**src/rtl/edge_gen.sv**
```systemverilog
// edge_gen: turns single-cycle rise/fall requests into clean d_out transitions,
// each level held at least MIN_HOLD cycles. Define EDGE_GEN_ECHO_EN for rise_edge/fall_edge strobes.
module edge_gen #(
  parameter int unsigned MIN_HOLD = 4,
  parameter int unsigned CNT_W    = 8
) (
  input  logic             clk,
  input  logic             rst,
  input  logic             rise_req,
  input  logic             fall_req,
  output logic             d_out,
  output logic             busy,
  output logic             pending,
  output logic             overflow,
  output logic [CNT_W-1:0] drop_cnt
`ifdef EDGE_GEN_ECHO_EN
  ,
  output logic             rise_edge,
  output logic             fall_edge
`endif
);

  typedef enum logic [1:0] {
    LOW       = 2'd0,
    HOLD_HIGH = 2'd1,
    HIGH      = 2'd2,
    HOLD_LOW  = 2'd3
  } state_t;

  localparam logic [7:0]       HOLD_LOAD = 8'(MIN_HOLD - 1);
  localparam logic [CNT_W-1:0] CNT_MAX   = {CNT_W{1'b1}};
  localparam logic [CNT_W-1:0] CNT_ONE   = {{(CNT_W-1){1'b0}}, 1'b1};

  state_t     state;
  logic [7:0] hold_cnt;
  logic       both, opp, same, in_hold, live, expired, flip, settle, drop, pending_nxt;

  // Request classification relative to the current level, plus transition decisions
  always_comb begin
    both    = rise_req & fall_req;
    opp     = d_out ? (fall_req & ~rise_req) : (rise_req & ~fall_req);
    same    = d_out ? (rise_req & ~fall_req) : (fall_req & ~rise_req);
    in_hold = (state == HOLD_HIGH) || (state == HOLD_LOW);
    live    = in_hold && (hold_cnt != 8'd0);
    expired = in_hold && (hold_cnt == 8'd0);
    flip    = (!in_hold && opp) || (expired && (pending || opp));
    settle  = expired && !flip;
    drop    = both || (live && pending && opp);
    pending_nxt = pending;
    if (expired && pending) begin
      // After the buffered flip, a request matching the old level opposes the new one
      pending_nxt = same;
    end else if (live && opp) begin
      pending_nxt = 1'b1;
    end else if (live && same) begin
      pending_nxt = 1'b0;
    end else begin
      pending_nxt = pending;
    end
  end

  // Level/hold state machine with registered outputs and drop accounting
  always_ff @(posedge clk or posedge rst) begin
    if (rst) begin
      state    <= LOW;
      hold_cnt <= 8'd0;
      d_out    <= 1'b0;
      busy     <= 1'b0;
      pending  <= 1'b0;
      overflow <= 1'b0;
      drop_cnt <= {CNT_W{1'b0}};
    end else begin
      if (flip) begin
        state    <= d_out ? HOLD_LOW : HOLD_HIGH;
        d_out    <= ~d_out;
        busy     <= 1'b1;
        hold_cnt <= HOLD_LOAD;
      end else if (settle) begin
        state <= d_out ? HIGH : LOW;
        busy  <= 1'b0;
      end else if (live) begin
        hold_cnt <= hold_cnt - 8'd1;
      end else begin
        hold_cnt <= hold_cnt;
      end
      pending <= pending_nxt;
      if (drop) begin
        overflow <= 1'b1;
        if (drop_cnt != CNT_MAX) begin
          drop_cnt <= drop_cnt + CNT_ONE;
        end else begin
          drop_cnt <= drop_cnt;
        end
      end else begin
        drop_cnt <= drop_cnt;
      end
    end
  end

`ifdef EDGE_GEN_ECHO_EN
  // Strobes coincide with the first cycle d_out shows its new level
  always_ff @(posedge clk or posedge rst) begin
    if (rst) begin
      rise_edge <= 1'b0;
      fall_edge <= 1'b0;
    end else begin
      rise_edge <= flip && !d_out;
      fall_edge <= flip && d_out;
    end
  end
`endif

endmodule

```
**config.mk**
```make
export PLATFORM = sky130hd
export DESIGN_NAME = edge_gen
export DESIGN_NICKNAME = d
export VERILOG_FILES = /design/src/rtl/edge_gen.sv
export SDC_FILE = /design/constraint.sdc
export NUM_CORES = 1
export LEC_CHECK = 0
export ABC_CLOCK_PERIOD_IN_PS = 2700
export BUFFER_PORTS_ARGS = -buffer_cell sky130_fd_sc_hd__clkbuf_2
export CAP_MARGIN = 20
export CORE_UTILIZATION = 45
export DETAILED_ROUTE_END_ITERATION = 8
export PLACE_DENSITY = 0.76
export SYNTH_ARGS = -nofsm -noshare
export SYNTH_HDL_FRONTEND = slang
export SYNTH_SLANG_ARGS = --single-unit
```
**constraint.sdc**
```tcl
create_clock -name clk -period 2.7 [get_ports clk]
set_clock_uncertainty 0.1 [all_clocks]
set_input_delay 0.405 -clock clk [delete_from_list [all_inputs] [get_ports clk]]
set_output_delay 0.405 -clock clk [all_outputs]
set_load 0.05 [all_outputs]
```
### Yosys cells after proc, flatten, opt, wreduce, memory -nomap -nowiden

Index checks and enable logic that the tools add are counted.

| cells by class | value |
|---|---|
| reductions and logical operators | 23 |
| mux-type cells | 14 |
| add/sub/neg operators | 2 |
| bitwise operators | 6 |
| equality and inequality tests | 4 |

Operator list:

| cell | number |
|---|---|
| 2-to-1 mux 8 bit | 3 |
| logical AND 1 bit | 10 |
| adder 8 x 1 -> 8 bit, second input constant | 1 |
| zero test 8 bit | 1 |
| 2-to-1 mux 2 bit | 4 |
| != test 8 bit, second input constant | 1 |
| nonzero test 8 bit | 1 |
| subtractor 8 x 1 -> 8 bit, second input constant | 1 |
| 2-to-1 mux 1 bit | 7 |
| logical OR 1 bit | 4 |
| AND reduction 2 bit | 2 |
| nonzero test 2 bit | 2 |
| bitwise AND 1 bit | 3 |
| inverter 1 bit | 3 |
| nonzero test 3 bit | 1 |
| == test 2 x 1 -> 1 bit, second input constant | 1 |
| == test 2 bit, second input constant | 1 |
| zero test 1 bit | 2 |
| != test 2 bit, second input constant | 1 |

| storage, ports and cells | value |
|---|---|
| bits in registers | 22 |
| logic and storage cells | 56 |
| bits of input ports | 4 |
| output and inout bits | 12 |

### Logic depth before layout (Yosys ltp)

Gate-level depths: netlist of the first run.

| logic depth | value |
|---|---|
| depth in word-level cells | 10 |
| mapped depth | 7 |
| mapped depth without buffers | 6 |

### Worst setup path after synthesis of the first run

No wires, ideal clock.

| timing path | value |
|---|---|
| path kind | reg-to-reg |
| start point | reg d_out |
| end point | reg drop_cnt[7] |
| setup time | 0.128 ns |
| clock period less this slack | 2.175 ns |
| data required time | 2.472 ns |
| slack | 0.525 ns |
| arrival time | 1.947 ns |
| path buffers | 1 |
| cell stages (with the launch flop) | 6 |
| cells stage by stage | dfrtp_1 > clkbuf_1 > and4b_1 > o221ai_4 > a211oi_1 > mux2_1 |

| on the way | value |
|---|---|
| longest elaborated chain between the ends | 4 |

Ends and longest elaborated chain:

| what | line | text |
|---|---|---|
| start, declared | 11 | `output logic d_out,` |
| start signal, assigned | 75 | `d_out <= ~d_out;` |
| 2-to-1 mux 1 bit | 41 | `opp = d_out ? (fall_req & ~rise_req) : (rise_req & ~fall_req);` |
| logical AND 1 bit | 48 | `drop = both \|\| (live && pending && opp);` |
| logical OR 1 bit | 48 |  |
| AND reduction 2 bit (no line) | n/a |  |
| end signal, assigned | 71 | `drop_cnt <= {CNT_W{1'b0}};` |
| end signal, assigned | 90 | `drop_cnt <= drop_cnt + CNT_ONE;` |
| end signal, assigned | 92 | `drop_cnt <= drop_cnt;` |
| end, declared | 15 | `output logic [CNT_W-1:0] drop_cnt` |

No other way between the ends.
A chain may end at the register's enable or synchronous reset.

### Worst setup path after layout of the first run

| timing path | value |
|---|---|
| start point | reg hold_cnt[1] |
| end point | reg drop_cnt[7] |

| on the way | value |
|---|---|
| longest elaborated chain between the ends | 6 |

Ends and longest elaborated chain:

| what | line | text |
|---|---|---|
| start, declared | 35 | `logic [7:0] hold_cnt;` |
| start signal, assigned | 82 | `hold_cnt <= hold_cnt - 8'd1;` |
| start signal, assigned | 84 | `hold_cnt <= hold_cnt;` |
| nonzero test 8 bit | 44 | `live = in_hold && (hold_cnt != 8'd0);` |
| logical AND 1 bit | 44 |  |
| logical AND 1 bit (2 in a row) | 48 |  |
| logical OR 1 bit | 48 |  |
| AND reduction 2 bit (no line) | n/a |  |

No other way between the ends.

==> results by group, run 1 <==
Cells and area
  – ANT cells: 0
  – Share of post-route cells with drive strength above 1: 23.53%
  – Most frequent cells in the layout: 20 x dfrtp_1, 15 x clkbuf_2, 9 x xor2_1
  – Storage element area: approximately 500 sq um
  – Final core occ: a little over half
  – Final Non-Filler Cells: roughly 150
  – Filler cells: 215
  – Area of the multi-input gates: about 590 sq um
  – Fin area: about 1200 sq um
  – Commonest non-fill, non-tap cell in the layout: dfrtp_1
  – Synth-to-layout area growth: 9.778%
  – # nets final: around 130

STA
  – Achievable frequency: around 450 MHz
  – Period minus WS final: 2230 ps
  – Hold Vio Cnt, Final: 0
  – RSZ-0062 raised after global routing: no
  – Worst rel slew slack: between 40% and 50%
  – Tcrit/Tclk final: between 80 and 90%
  – Setup violations, final: 0
  – Post-route setup TNS: 0 ps
  – Worst-margin pin slew: 765.4 ps
  – Final Max Slew Viols: 0

Route
  – Drt pass-1 iters: 4
  – Routed WL: around 2.2 mm
  – Post-DRT Antenna Nets: 0
  – DR vias/cell: slightly below 6
  – DR iter-0 viols: 15
  – Routed length per instance: roughly 15 um
  – DRC: 0
  – Routed vias: roughly 870

Global routing
  – GR Overflow Total: 0
  – Met1 Track Usage GR: a little over a quarter
  – Vias in the first global route: approximately 800
  – Initial antenna violation count: 0
  – Aggregate global-route resource usage: 19.33%
  – First-pass GRT wire length: 3.808 mm
  – M3 GR Usage: under 10%
  – GR peak layer: met2
  – Pin count of the biggest net entering global routing: 21
  – Met2 usage: a little under 30%

Clocking
  – Post-CTS sizing: 0
  – H-tree levels: 1
  – Max Buffers Root-to-Sink: 2
  – Post-CTS setup buffer count: 0
  – Cts hold-fix bufs: 0
  – Clk_lat worst skew: approximately 300 ps
  – Clock slew seen by the registers of the worst setup and hold paths: 110 ps
  – Sink Count: 20
  – CTS Root Cell: clkbuf_4
  – Total clock buffers created by CTS: 3
  – CTS tree: built

Yosys
  – Main combinational cell family by area after synthesis: compound AO/OA/AOI/OAI gates
  – EDFF count, synth: 0
  – Top_reg_cell synth: dfrtp_1
  – Post-Synth Adder-Cell Area: 3.333%
  – Cell area after synthesis: 1126 sq um
  – Yosys cell types: roughly 40
  – Syn Inst Count: 105
  – Yosys reg bits: 20
  – Compound-Gate Fraction of Synth Area: roughly a fifth
  – Multiplexer share of the synthesized area: under 10%
  – Net count after synthesis: around 110
  – Yosys top cell area share: 44.44%
  – Fraction of registers with async set/reset: 100.0%
  – Sequential element share of the synthesized area: 44.44%
  – Synth warnings: 0
  – Post-Synth XOR/XNOR Area: under 10%
  – Synth area leader: dfrtp_1
  – Synthesized area per cell: approximately 11 sq um
  – Simple-gate share of the synthesized area: around 17%
  – Ranking of synthesized cells by area: dfrtp_1 44%, xor2_1 7.0%, a211oi_1 3.3%, ha_1 3.3%, o221ai_4 2.3%

Power
  – Peak supply drop: between 700 and 800 uV
  – Cell Pwr Density: approximately 1200 nW/um^2
  – P_leak: approximately 0.56 nW

Die
  – Initial Util: between 40% and 50%
  – Row cnt: 17
  – Die Wd: roughly 52 um
  – Boundary pin count: 16
  – Die ar.: 2707 sq um
  – CORE AREA: between 2000 and 2500 sq um
  – Die height: about 52 um

Placement
  – Routability cong.: 0.8017
  – Cell Area, Placed: roughly 1200 sq um
  – DP Wirelength: between 1.5 and 2 mm
  – Port Buffers: 15
  – Placed Cells incl. Taps: around 140

Setup path
  – CP Data Required Time: 2790 ps
  – Setup CP Type: reg -> reg
  – CP startpoint kind: flop
  – Crit path DAT: around 2300 ps
  – Worst Path Max Fanout: 8
  – Worst setup EP type: flop

Flow run
  – Max-Cap Viols: 0

Min path
  – HP Class: in -> async

Outcome
  – Status: finished, final reports clean
metrics by stage:
step           total power [mW]  worst slack [ps]  hold WS [ps]
6_report                  1.506             470.1         101.9
4_1_cts                   1.513             458.9         120.5
3_5_place_dp              1.366             501.5         360.3
5_1_grt                   1.614             342.5         174.2
3_3_place_gp              1.331             585.7         370.3
2_1_floorplan             1.207             525.3         268.8
critical path, cell delays in order (launching register included):
cell,delay [ps]
dfrtp_1,400
inv_1,110
ha_1,160
or3b_2,560
o221ai_4,330
a211oi_1,130
mux2_1,330
worst paths after layout:
kind	slack [ps]	startpoint	endpoint	depth (start not counted)
worst max-delay path	470	hold_cnt[1]	drop_cnt[7]	6
worst min-delay path	100	rst	drop_cnt[5]	2
worst max register to register	470	hold_cnt[1]	drop_cnt[7]	6
worst min register to register	380	overflow	overflow	1
max in group asynchronous	1920	rst	hold_cnt[3]	2
min in group clk	380	overflow	overflow	1
report_power, final:
| group | leakage [nW] | internal, mW | total (mW) | switching [mW] |
|---|---|---|---|---|
| registers | 0.238 | 0.427 | 0.594 | 0.167 |
| clock network | 0.0138 | 0.0521 | 0.141 | 0.0889 |
| logic | 0.310 | 0.258 | 0.771 | 0.513 |
cell type report:
type	count	area share, %
repair buffers	15	6.073
multi-input cells	77	47.57
inverters	4	1.215
well taps	28	2.834
clock buffers	3	1.822
flip-flops and latches	20	40.49
synth_stat cells (2+ instances only):
library cell,instances
nand3_1,4
mux2i_1,2
inv_1,4
mux2_2,2
mux2_1,2
a211oi_1,5
nand2b_1,3
xor2_1,9
nor2_1,5
nand2_1,6
clkbuf_1,3
a21oi_1,3
o2111ai_1,2
a21oi_2,2
dfrtp_1,20
o21ai_0,3
nor2b_1,2
and3_1,3
ha_1,3
layer usage:
layer,wire length (um),up-vias
met1,1051,430
met4,15,0
met2,1044,20
met3,97,4
met5,0,-
li1,-,415
state kept, by name (all words and copies together) (netlist names):
| register | cells |
|---|---|
| overflow | 1 |
| hold_cnt | 8 |
| drop_cnt | 8 |
| pending | 1 |
| d_out | 1 |
| state | 1 |
cell families (layout without fill, tap and decap cells):
kind of cell	after synthesis	count (layout)
AO/OA/AOI/OAI	26	26
AND/OR/NAND/NOR	33	33
XOR/XNOR	9	9
buffers and inverters	8	22
flip-flops	20	20
adder cells (fa/ha/maj)	3	3
multiplexers	6	6
No activity file was read; power rests on OpenSTA's default activity.
==> inputs of run 2 (changes only) <==
Settings changed: ABC_AREA set to 1, ABC_CLOCK_PERIOD_IN_PS 2700 to 2100.
Clock period 2.7 ns to 2.1 ns, I/O delays scaled along.
==> results by group, run 2 <==
Placement
  – Port Buffers: 15
  – DP Wirelength: roughly 1.7 mm
  – Routability cong.: 0.8323

Yosys
  – Synth area leader: dfrtp_1
  – Synthesized area per cell: about 8 sq um
  – Most numerous cell in the Yosys netlist: nand2_1
  – Synth warnings: 0
  – Yosys cell types: 20
  – Top_reg_cell synth: dfrtp_1
  – Ranking of synthesized cells by area: dfrtp_1 43%, nand2_1 12%, nand3_1 9.5%, inv_1 4.6%, xor2_1 4.6%
  – Sequential element share of the synthesized area: roughly 43%
  – EDFF count, synth: 0
  – Yosys top cell area share: between 40% and 50%
  – Net count after synthesis: between 150 and 200
  – Fraction of registers with async set/reset: 100.0%
  – Yosys reg bits: 20
  – Commonest cells post-synth: 36 x nand2_1, 22 x nand3_1, 20 x dfrtp_1
  – Cell area after synthesis: ~1200 sq um
  – Syn Inst Count: between 100 and 150

Clocking
  – H-tree levels: 1
  – CTS tree: built
  – Sink Count: 20
  – Total clock buffers created by CTS: 3
  – Clock slew seen by the registers of the worst setup and hold paths: approximately 120 ps
  – Post-CTS setup buffer count: 0
  – Clk_lat worst skew: 300 ps
  – Cts hold-fix bufs: 0
  – Post-CTS sizing: 0
  – CTS Root Cell: clkbuf_4
  – Max Buffers Root-to-Sink: 2

Route
  – Routed length per instance: 11.98 um
  – DR iter-0 viols: 14
  – DR vias/cell: around 5.3
  – Drt pass-1 iters: 4
  – Routed vias: about 1000
  – Routed WL: approximately 2.3 mm
  – DRC: 0
  – Post-DRT Antenna Nets: 0

Setup path
  – CP most frequent cell: nand2_2
  – Worst setup EP type: flop
  – Critical path, cell by cell: inv_1, ha_1, inv_1, nor2_1, nand2_2, nand4_2, nand2_2, nand2_2, nand2_1, nand2_1
  – FF-to-FF Start: hold_cnt[0]
  – Critical path's top delay family: simple AND/OR/NAND/NOR gates
  – Reg-to-reg critical path endpoint: drop_cnt[6]
  – CP Data Required Time: 2240 ps
  – Crit path DAT: about 1800 ps
  – Reg2reg setup slack: just over 400 ps
  – CP startpoint kind: flop
  – Worst r2r path cells: 10
  – Slowest-stage cell, CP: dfrtp_1
  – CP Buf/Inv Count: 2
  – Setup CP Type: reg -> reg
  – Cell count along the critical path: 10
  – Max incr delay on CP: 410 ps
  – Worst Path Max Fanout: 11

Cells and area
  – Top flop regs: drop_cnt x8, hold_cnt x8
  – ANT cells: 0
  – Final core occ: between 50% and 60%
  – Share of post-route cells with drive strength above 1: between 20% and 30%
  – # nets final: 170
  – Synth-to-layout area growth: 11.70%
  – Commonest non-fill, non-tap cell in the layout: nand2_1
  – Most frequent cells in the layout: 36 x nand2_1, 22 x nand3_1, 20 x dfrtp_1

Global routing
  – Vias in the first global route: between 900 and 1000
  – Pin count of the biggest net entering global routing: 21
  – GR Overflow Total: 0
  – Initial antenna violation count: 0
  – Aggregate global-route resource usage: between 10% and 20%
  – First-pass GRT wire length: 4.043 mm

Die
  – Boundary pin count: 16
  – Die ar.: ~2800 sq um
  – Initial Util: about half
  – Row cnt: 17
  – Die height: about 53 um
  – Die Wd: between 50 and 60 um
  – CORE AREA: approximately 2300 sq um

STA
  – RSZ-0062 raised after global routing: no
  – Period minus WS final: approximately 1700 ps
  – Tcrit/Tclk final: about 80%
  – Hold Vio Cnt, Final: 0
  – Post-route setup TNS: 0 ps
  – Worst-margin pin slew: 761.3 ps
  – Final Max Slew Viols: 0
  – Worst rel slew slack: 49.19%
  – Final hold slack: 16.28 ps
  – Setup violations, final: 0
  – Achievable frequency: approximately 590 MHz

Power
  – Combinational fraction of design power: between 40% and 50%
  – Clock share of power: between 10% and 20%
  – Sequential cell fraction of total power: 38.0%
  – Peak supply drop: approximately 740 uV
  – Switching Share: between 40% and 50%
  – Pint: roughly 0.91 mW
  – Cell Pwr Density: 1390 nW/um^2
  – P_leak: roughly 0.68 nW
  – Total power draw: between 1.5 and 2 mW
  – Sw power: a little under 0.9 mW

Flow run
  – Max-Cap Viols: 0

Min path
  – HP Class: in -> async

Outcome
  – Status: finished, final reports clean
[run 2: final cells by class]
type | count | area [sq um]
multi-input combinational | 105 | 575.6
timing repair buffer | 15 | 75.07
inverter | 18 | 67.56
sequential | 20 | 500.5
clock buffer | 4 | 36.28
tap | 28 | 35.03
fill | 249 | 1028
[run 2: worst register-to-register path: cells and delay by family (launching register included)]
family / cells / cell delay (ps)
adder cells (fa/ha/maj): 1 / 170
buffers and inverters: 2 / 190
flip-flops: 1 / 410
AND/OR/NAND/NOR: 7 / 760
[run 2: through the flow]
stage          instances  setup slack, ps  area (sq um)
2_1_floorplan        144            309.4          1155
3_3_place_gp         186            479.0          1254
3_5_place_dp         186            439.6          1254
4_1_cts              190            433.3          1290
5_1_grt              190            230.1          1290
6_report             190            415.9          1290
[run 2: worst max-delay path by stage]
stage | start | end | slack, ps
after detailed placement | hold_cnt[0] | overflow | 440
after global routing | hold_cnt[0] | drop_cnt[4] | 230
after CTS | hold_cnt[0] | drop_cnt[6] | 430
final | hold_cnt[0] | drop_cnt[6] | 420
after floorplan | drop_cnt[0] | drop_cnt[6] | 310
after global placement | hold_cnt[0] | overflow | 480
[run 2: kinds of logic after synthesis]
family                   Yosys count  synth area share (%)
AO/OA/AOI/OAI                      9                 4.117
XOR/XNOR                           8                 6.067
adder cells (fa/ha/maj)            3                 3.251
buffers and inverters             19                 6.825
flip-flops                        20                 43.34
AND/OR/NAND/NOR                   85                 36.40
[run 2: layer usage]
metal,part of all wire [%],track usage [%],vias to the layer above
met3,2.1,2.899,2
met4,0.48,6.579,0
met1,48,25.00,477
li1,-,-,505
met5,0,0,-
met2,50,34.18,14
[run 2: power by group through the flow]
| stage | clock network [mW] | logic, mW | registers (mW) |
|---|---|---|---|
| floorplan | 0 | 0.500 | 0.888 |
| global placement | 0 | 0.860 | 0.681 |
| detailed placement | 0 | 0.889 | 0.687 |
| CTS | 0.230 | 0.893 | 0.678 |
| global route | 0.245 | 0.996 | 0.703 |
| finish | 0.226 | 0.886 | 0.681 |
